File: config.mk
export PLATFORM = sky130hd
export DESIGN_NAME = fir_poly_serializer
export DESIGN_NICKNAME = d
export VERILOG_FILES = /design/src/rtl/fir_pkg.sv /design/src/rtl/fir_round_sat.sv /design/src/rtl/fir_poly_serializer.sv
export SDC_FILE = /design/constraint.sdc
export NUM_CORES = 1
export LEC_CHECK = 0
export BUFFER_PORTS_ARGS = -buffer_cell sky130_fd_sc_hd__buf_2
export CORE_ASPECT_RATIO = 0.9
export CORE_MARGIN = 2
export CORE_UTILIZATION = 50
export DETAILED_ROUTE_END_ITERATION = 6
export PLACE_DENSITY = 0.8
export SETUP_SLACK_MARGIN = 0.1
export SLEW_MARGIN = 10
export SYNTH_ARGS = -nofsm -noshare
export SYNTH_HDL_FRONTEND = slang
export SYNTH_HIERARCHICAL = 1
export SYNTH_SLANG_ARGS = --single-unit
File: constraint.sdc
create_clock -name clk -period 5.4 [get_ports clk]
set_input_delay 0.81 -clock clk [delete_from_list [all_inputs] [get_ports clk]]
set_output_delay 0.81 -clock clk [all_outputs]
set_load 0.005 [all_outputs]
File: src/rtl/fir_pkg.sv
// Shared constants and types for the polyphase FIR output serializer.
package fir_pkg;

    localparam int N_PHASE = 6;
    localparam int PHASE_W = 3;
    localparam int N_BANK  = 2;
    localparam int OCC_W   = 2;

    typedef logic [PHASE_W-1:0] phase_t;
    typedef logic [OCC_W-1:0]   occ_t;

    localparam phase_t LAST_PHASE = phase_t'(N_PHASE - 1);

endpackage

File: src/rtl/fir_round_sat.sv
// Round-half-up by an arithmetic right shift, then saturate to the stream width.
module fir_round_sat #(
    parameter int y_out = 20,
    parameter int w_out = 16,
    parameter int shift = 4
) (
    input  logic signed [y_out-1:0] din,
    output logic signed [w_out-1:0] dout,
    output logic                    sat
);

    localparam int     RND_SH = (shift > 0) ? shift - 1 : 0;
    localparam longint MAX_L  = (longint'(1) << (w_out - 1)) - 1;
    localparam longint MIN_L  = -MAX_L - 1;
    localparam logic signed [y_out:0] MAX_V = (y_out + 1)'(MAX_L);
    localparam logic signed [y_out:0] MIN_V = (y_out + 1)'(MIN_L);

    logic signed [y_out:0] rnd;
    logic signed [y_out:0] sum;
    logic signed [y_out:0] r;
    logic                  over;
    logic                  under;

    // One guard bit keeps the rounding add from overflowing at full scale.
    always_comb begin
        rnd = '0;
        if (shift > 0) rnd[RND_SH] = 1'b1;
        sum   = {din[y_out-1], din} + rnd;
        r     = sum >>> shift;
        over  = (r > MAX_V);
        under = (r < MIN_V);
        sat   = over | under;
        dout  = r[w_out-1:0];
        if (over)  dout = MAX_V[w_out-1:0];
        if (under) dout = MIN_V[w_out-1:0];
    end

endmodule

File: src/rtl/fir_poly_serializer.sv
// Accepts a 6-word polyphase block, rounds/saturates it into a ping-pong bank
// and streams the words out one per handshake in time order.
module fir_poly_serializer
    import fir_pkg::*;
#(
    parameter int y_out = 20,
    parameter int w_out = 16,
    parameter int shift = 4
) (
    input  logic                    clk,
    input  logic                    rstn,
    input  logic signed [y_out-1:0] y_6k_0,
    input  logic signed [y_out-1:0] y_6k_1,
    input  logic signed [y_out-1:0] y_6k_2,
    input  logic signed [y_out-1:0] y_6k_3,
    input  logic signed [y_out-1:0] y_6k_4,
    input  logic signed [y_out-1:0] y_6k_5,
    input  logic                    in_valid,
    output logic                    in_ready,
    output logic signed [w_out-1:0] out_data,
    output logic                    out_valid,
    input  logic                    out_ready,
    output logic [PHASE_W-1:0]      out_phase,
    output logic                    out_last,
    output logic                    sat_flag
);

    // Both ports use valid/ready: a transfer happens on a rising edge where
    // valid and ready are both high; a producer holding valid keeps its data
    // stable until then. in_ready/out_valid depend on registers only.

    logic signed [y_out-1:0] y_in    [N_PHASE];
    logic signed [w_out-1:0] rs_data [N_PHASE];
    logic [N_PHASE-1:0]      rs_sat;
    logic [w_out-1:0]        mem     [N_BANK][N_PHASE];

    occ_t   full_cnt;
    logic   wr_bank;
    logic   rd_bank;
    phase_t idx;

    logic accept;
    logic pop;
    logic pop_last;

    assign y_in[0] = y_6k_0;
    assign y_in[1] = y_6k_1;
    assign y_in[2] = y_6k_2;
    assign y_in[3] = y_6k_3;
    assign y_in[4] = y_6k_4;
    assign y_in[5] = y_6k_5;

    for (genvar p = 0; p < N_PHASE; p++) begin : g_rs
        fir_round_sat #(
            .y_out(y_out),
            .w_out(w_out),
            .shift(shift)
        ) u_rs (
            .din (y_in[p]),
            .dout(rs_data[p]),
            .sat (rs_sat[p])
        );
    end

    assign in_ready  = (full_cnt != occ_t'(N_BANK));
    assign out_valid = (full_cnt != '0);
    assign accept    = in_valid & in_ready;
    assign pop       = out_valid & out_ready;
    assign pop_last  = pop & (idx == LAST_PHASE);

    always_ff @(posedge clk or negedge rstn) begin
        if (!rstn) begin
            full_cnt <= '0;
            wr_bank  <= 1'b0;
            rd_bank  <= 1'b0;
            idx      <= '0;
            sat_flag <= 1'b0;
        end else begin
            if (accept) wr_bank <= ~wr_bank;
            if (pop) begin
                if (pop_last) begin
                    idx     <= '0;
                    rd_bank <= ~rd_bank;
                end else begin
                    idx <= idx + phase_t'(1);
                end
            end
            // Accept into one bank while the other releases: occupancy holds.
            if (accept && !pop_last)      full_cnt <= full_cnt + occ_t'(1);
            else if (!accept && pop_last) full_cnt <= full_cnt - occ_t'(1);
            if (accept && (|rs_sat)) sat_flag <= 1'b1;
        end
    end

    // Bank contents need no reset; out_data is masked until a block lands.
    always_ff @(posedge clk) begin
        if (accept) begin
            for (int p = 0; p < N_PHASE; p++) mem[wr_bank][p] <= rs_data[p];
        end
    end

    assign out_phase = idx;
    assign out_last  = out_valid & (idx == LAST_PHASE);
    assign out_data  = out_valid ? mem[rd_bank][idx] : '0;

endmodule
==> reports/results.tsv, run 1 <==
stage	metric	value	unit
cts	cts_buffer_depth	2	
floorplanning	dieWidth	158	µm
critical_path	crit_type	reg2out	
global_route	grt_pass1_vias	6879	
floorplanning	rows	50	
route	drtIter0Drc	789	
placement	place_inst	1219	
global_route	grt_use_met3	4.11	%
route	wl	24.4	mm
critical_path	r2r_slack	2.79	ns
global_route	antenna_found_initial	2	
power_and_ir_drop	power.density	442	mW/mm²
cells_and_area	layout_common_cells	edfxtp_1, buf_2, o21ai_0	
route	drc	0	
route	routed-via-count	7428	
global_route	gr-total-overflow	0	
cts	clk_pin_slew	0.07	ns
critical_path	cp_data_arrival_time	2.90	ns
yosys	synth.distinct_cells	44	
sta	fmax	270	MHz
critical_path	regToRegStartpoint	full_cnt[0]	
critical_path	critPathMaxFanout	69	
global_route	grt_pass1_wl	36.8	mm
critical_path	crit_start	rd_bank	
sta	grt_setup_unrepaired	false	
route	ant_nets	0	
floorplanning	core	0.0208	mm²
sta	relSlewSlack	27.8	%
global_route	grt_use_met2	36.7	%
yosys	syn-num-nets	965	
sta	period_minus_slack	3.71	ns
cts	cts_tree	built	
cts	ctsHoldBuffers	0	
yosys	synth.top_cell.area_share	54.3	%
floorplanning	dieArea	0.0224	mm²
yosys	ys_warn_count	6	
yosys	synth-main-ff-cell	edfxtp_1	
min_path	hold_class	in2async	
cells_and_area	multi_input_area	0.00423	mm²
critical_path	rr_endpoint	mem[0][35]	
floorplanning	initial_core_util	50.9	%
yosys	synth_area	0.0106	mm²
yosys	syn_avg_cell_area	12.8	µm²
critical_path	start_kind	register	
critical_path	rr_worst_depth	5	
sta	timing.final.crit_share	68.7	%
sta	fin_skew	0.00545	ns
global_route	grt_max_degree	70	
floorplanning	io_pins	147	
status	outcome	completed	
yosys	syn_inst	832	
sta	setup_violations	0	
sta	worst_pin_slew	1.08	ns
yosys	synth_edf_count	192	
cells_and_area	area_growth	13.2	%
placement	post_dp_cell_area	0.0114	mm²
cells_and_area	regArea	0.00597	mm²
cells_and_area	final_area	0.0120	mm²
cts	cts_root_buf	clkbuf_16	
cells_and_area	fillers	1609	
critical_path	worstSetupEndpoint	out_data[11]	
cts	htreeDepth	4	
power_and_ir_drop	p_leak	4.24	nW
placement	gp_congestion	0.865	
global_route	use_met1	29.3	%
placement	portBuffers	128	
sta	totalNegativeSetupSlack	0	ns
yosys	ys_seq_elements	200	
critical_path	cp-end-kind	output port	
yosys	yosysSeqAreaShare	56.2	%
yosys	synthTopCellsByArea	edfxtp_1, mux4_2, xnor2_1, o21ai_0, nand2_1	
sta	drv_slew	0	
global_route	grt.total_usage	21.9	%
critical_path	required	4.59	ns
route	viasPerCell	5.93	
placement	dp_hpwl	17.3	mm
cts	numCtsBuffers	17	
route	firstDrtPassIters	5	
flow_run	cap_violations	0	
cts	postCtsSetupBuffers	0	
cells_and_area	fin_cells	1253	
global_route	top_usage_layer	met2	
sta	final_hold_viol_count	0	
cells_and_area	fin_nets	1085	
route	routedWlPerCell	19.4	µm
cts	clock_latency	0.44	ns
cts	post_cts_resize_count	0	
power_and_ir_drop	ir_drop	289	µV
cells_and_area	utilization	57.7	%
floorplanning	die_h	142	µm
cells_and_area	drive_above_1_share	24.7	%
yosys	synth_area_leader_cell	edfxtp_1	
cts	cts_sinks	200	
cells_and_area	final_common_cell	edfxtp_1	
yosys	async_reset_ff_share	4.00	%
-- state kept, by name (all words and copies together) (netlist names) --
name and count:
full_cnt 2, mem 192, out_phase 3, rd_bank 1, sat_flag 1, wr_bank 1
-- cell type report --
class                   count  area share [%]
multi-input cells         558            35.2
clock inverters            15            1.67
flip-flops and latches    200            49.7
diodes                      2          0.0416
inverters                  42            1.31
clock buffers              17            3.54
repair buffers            133            5.64
well taps                 286            2.98
-- synthesized netlist by cell type, types with 4 or more instances --
master and count:
buf_2 13, nand4b_1 6, a211oi_1 16, nand4_4 6, a21o_1 7, mux2_2 16
and3_1 9, o21a_1 7, dfrtp_1 8, nor4_4 6, inv_1 42, xnor2_1 63
or3_1 6, and2_1 6, ha_1 9, edfxtp_1 192, o21ai_0 92, o32ai_1 16
nand4_1 12, xor2_1 8, nor3b_1 6, buf_6 11, nor2b_1 15, and4_4 6
a21oi_1 7, nand4_2 6, mux4_1 4, nand3_1 32, nand2_1 64, mux4_2 28
nor4_1 24, nor3_1 19, nor2_1 55
-- report_power, final --
group	switching, W	leakage (nW)	internal (W)
clock network	0.000558	0.301	0.000778
registers	0.000264	1.88	0.00213
logic	0.000893	2.06	0.000690
total	0.00172	4.24	0.00360
-- how the worst min path moves through the flow --
stage,start,to,slack (ns),depth (start not counted)
floorplan,sat_flag,sat_flag,0.47,1
global placement,sat_flag,sat_flag,0.46,1
detailed placement,sat_flag,sat_flag,0.47,1
CTS,rstn,out_phase[2],0.19,1
global route,rstn,out_phase[2],0.21,1
finish,rstn,out_phase[2],0.21,1
-- kinds of logic after synthesis --
logic type                 Yosys count  share of synthesized area [%]
xor gates and xnor gates            71                           5.86
adders and majority gates            9                           1.06
muxes                               49                           8.72
buffers and inverters               74                           4.10
and+or+nand+nor                    282                           15.8
DFF                                200                           56.2
AOI/OAI and AO/OA                  147                           8.28
-- critical path, stage by stage (launching register included) --
cell and delay, ns:
dfrtp_4 1.13, buf_4 0.34, mux2_2 0.34, o21ai_0 0.26, o32ai_1 0.14, buf_2 0.18
-- layer usage --
metal | routed length (µm) | vias to the layer above
met3 | 1950 | 32
li1 | - | 3440
met2 | 12300 | 325
met1 | 9720 | 3631
met4 | 437 | 0
met5 | 0 | -
-- metrics by stage --
stage	total power (W)	setup WS [ns]	hold slack (ns)
after floorplan	0.00347	1.55	0.468
after global placement	0.00394	2.14	0.459
after detailed placement	0.00401	2.13	0.474
after CTS	0.00534	1.65	0.192
after global routing	0.00554	1.51	0.208
final	0.00531	1.69	0.207
Note: power is estimated with default switching activity, not from simulation.
==> inputs of run 2 (changes only) <==
==> constraint.sdc (replaced) <==
create_clock -name clk -period 3.14 [get_ports clk]
set_input_delay 0.471 -clock clk [delete_from_list [all_inputs] [get_ports clk]]
set_output_delay 0.471 -clock clk [all_outputs]
set_load 0.005 [all_outputs]
==> reports/results.tsv, run 2 (same netlist as run 1, synthesis figures left out) <==
stage	metric	value	unit
critical_path	cp_cell_sequence	buf_12 -> mux2_2 -> o21ai_0 -> o32ai_1 -> buf_2	
sta	period_minus_slack	2.88	ns
cells_and_area	layout_common_cells	edfxtp_1, buf_2, o21ai_0	
sta	timing.final.crit_share	91.6	%
cts	cts_tree	built	
sta	drv_slew	0	
power_and_ir_drop	power.internal	0.00601	W
critical_path	critical-path-max-stage-delay	0.63	ns
route	wl	24.2	mm
floorplanning	io_pins	147	
critical_path	cp_data_arrival_time	2.40	ns
power_and_ir_drop	pwr-share-comb	33.1	%
global_route	antenna_found_initial	2	
min_path	hold_class	in2async	
status	outcome	completed	
floorplanning	rows	50	
floorplanning	dieArea	0.0224	mm²
sta	worst_pin_slew	0.537	ns
cells_and_area	fin_nets	1092	
cells_and_area	largest_reg_flops	192	
flow_run	cap_violations	0	
power_and_ir_drop	netSwitchingPower	0.00307	W
cells_and_area	fin_cells	1259	
floorplanning	core	0.0208	mm²
power_and_ir_drop	ir_drop	503	µV
power_and_ir_drop	pwr-share-clk	23.7	%
sta	hold_ws	0.400	ns
critical_path	critPathMaxFanout	38	
cts	numCtsBuffers	17	
route	routed-via-count	7332	
cells_and_area	utilization	58.1	%
sta	relSlewSlack	63.8	%
route	drc	0	
cts	clk_pin_slew	0.07	ns
critical_path	cp_slowest_cell	dfrtp_4	
critical_path	required	2.67	ns
placement	gp_congestion	0.864	
route	drtIter0Drc	792	
cells_and_area	fillers	1602	
critical_path	crit_type	reg2out	
cells_and_area	regMostFlops	mem	
cells_and_area	drive_above_1_share	25.2	%
critical_path	critPathTopFamily	flip-flops	
sta	totalNegativeSetupSlack	0	ns
critical_path	cp-end-kind	output port	
cells_and_area	final_common_cell	edfxtp_1	
power_and_ir_drop	swShare	33.8	%
power_and_ir_drop	p_leak	4.27	nW
sta	setup_ws	0.264	ns
placement	dp_hpwl	17.6	mm
sta	final_hold_viol_count	0	
placement	post-place-ws	0.660	ns
cts	cts_sinks	200	
cts	cts_root_buf	clkbuf_16	
global_route	grt_use_met3	5.12	%
route	viasPerCell	5.82	
power_and_ir_drop	power.density	751	mW/mm²
floorplanning	initial_core_util	50.9	%
sta	fmax	348	MHz
route	firstDrtPassIters	6	
sta	fin_skew	0.00960	ns
global_route	gr-total-overflow	0	
global_route	grt_use_met2	35.1	%
cts	cts_buffer_depth	2	
global_route	top_usage_layer	met2	
placement	portBuffers	128	
placement	place_inst	1224	
sta	setup_violations	0	
global_route	grt_pass1_wl	37.2	mm
route	routedWlPerCell	19.2	µm
route	ant_nets	0	
power_and_ir_drop	pwr-share-seq	43.3	%
global_route	grt.total_usage	22.0	%
floorplanning	dieWidth	158	µm
sta	grt_setup_unrepaired	false	
global_route	grt_pass1_vias	7008	
cts	htreeDepth	4	
critical_path	worst-path-buf-inv	2	
cells_and_area	area_growth	14.0	%
global_route	use_met1	30.5	%
floorplanning	die_h	142	µm
global_route	grt_max_degree	95	
critical_path	start_kind	register	
cts	clock_latency	0.44	ns
-- run 2: changes by cell type in the layout (fill, tap and decap cells not counted), sizes merged --
cell | previous run | this run
buf | 133 | 139
bufinv | 4 | 0
clkinv | 5 | 6
clkinvlp | 3 | 1
diode | 2 | 1
dlygate4sd3 | 0 | 1
inv | 45 | 50
-- run 2: final timing paths --
kind	to	startpoint	slack, ns	cells after the start
setup / recovery	out_data[14]	rd_bank	0.26	5
hold / removal	full_cnt[0]	rstn	0.40	2
setup reg to reg	mem[1][1]	full_cnt[0]	1.16	3
hold reg to reg	sat_flag	sat_flag	0.52	1
max in group asynchronous	rd_bank	rstn	2.54	2
min in group clk	mem[0][93]	y_6k_0[17]	0.40	3
-- run 2: worst register-to-register path: cells and delay by family, from the launching register on --
family / cells / cell delay (ns)
and+or+nand+nor: 2 / 0.72
DFF: 1 / 0.48
buffers and inverters: 1 / 0.44
-- run 2: routing by layer --
metal | vias to the layer above | routed length [µm]
met2 | 307 | 11600
met4 | 4 | 477
li1 | 3446 | -
met1 | 3536 | 10100
met3 | 39 | 1920
met5 | - | 31
-- run 2: power by group through the flow --
stage | Combinational, W | Clock [W] | Sequential [W]
floorplan | 0.00209 | 0 | 0.00384
global placement | 0.00291 | 0 | 0.00397
detailed placement | 0.00295 | 0 | 0.00401
CTS | 0.00297 | 0.00218 | 0.00396
global route | 0.00326 | 0.00228 | 0.00399
finish | 0.00301 | 0.00215 | 0.00393
-- run 2: layout make-up --
cell class / instances / area [µm²] / area share (%)
multi-input cells: 558 / 4230 / 34.9
well taps: 286 / 358 / 2.96
inverters: 42 / 158 / 1.30
clock buffers: 17 / 425 / 3.52
clock inverters: 15 / 178 / 1.47
flip-flops and latches: 200 / 5970 / 49.4
diodes: 1 / 2.50 / 0.0207
repair buffers: 140 / 778 / 6.43
-- run 2: repair_timing --
action	in CTS	in global routing
hold buffers	1	0
setup buffers	0	1
gates resized for setup	0	1
endpoints found under the setup margin	0	13
hold endpoints to repair	8	0
-- run 2: metrics by stage --
| step | total power (W) | area (µm²) |
|---|---|---|
| 6_report | 0.00908 | 12100 |
| 5_1_grt | 0.00953 | 12100 |
| 4_1_cts | 0.00910 | 12100 |
| 3_5_place_dp | 0.00696 | 11500 |
| 3_3_place_gp | 0.00688 | 11500 |
| 2_1_floorplan | 0.00593 | 10600 |
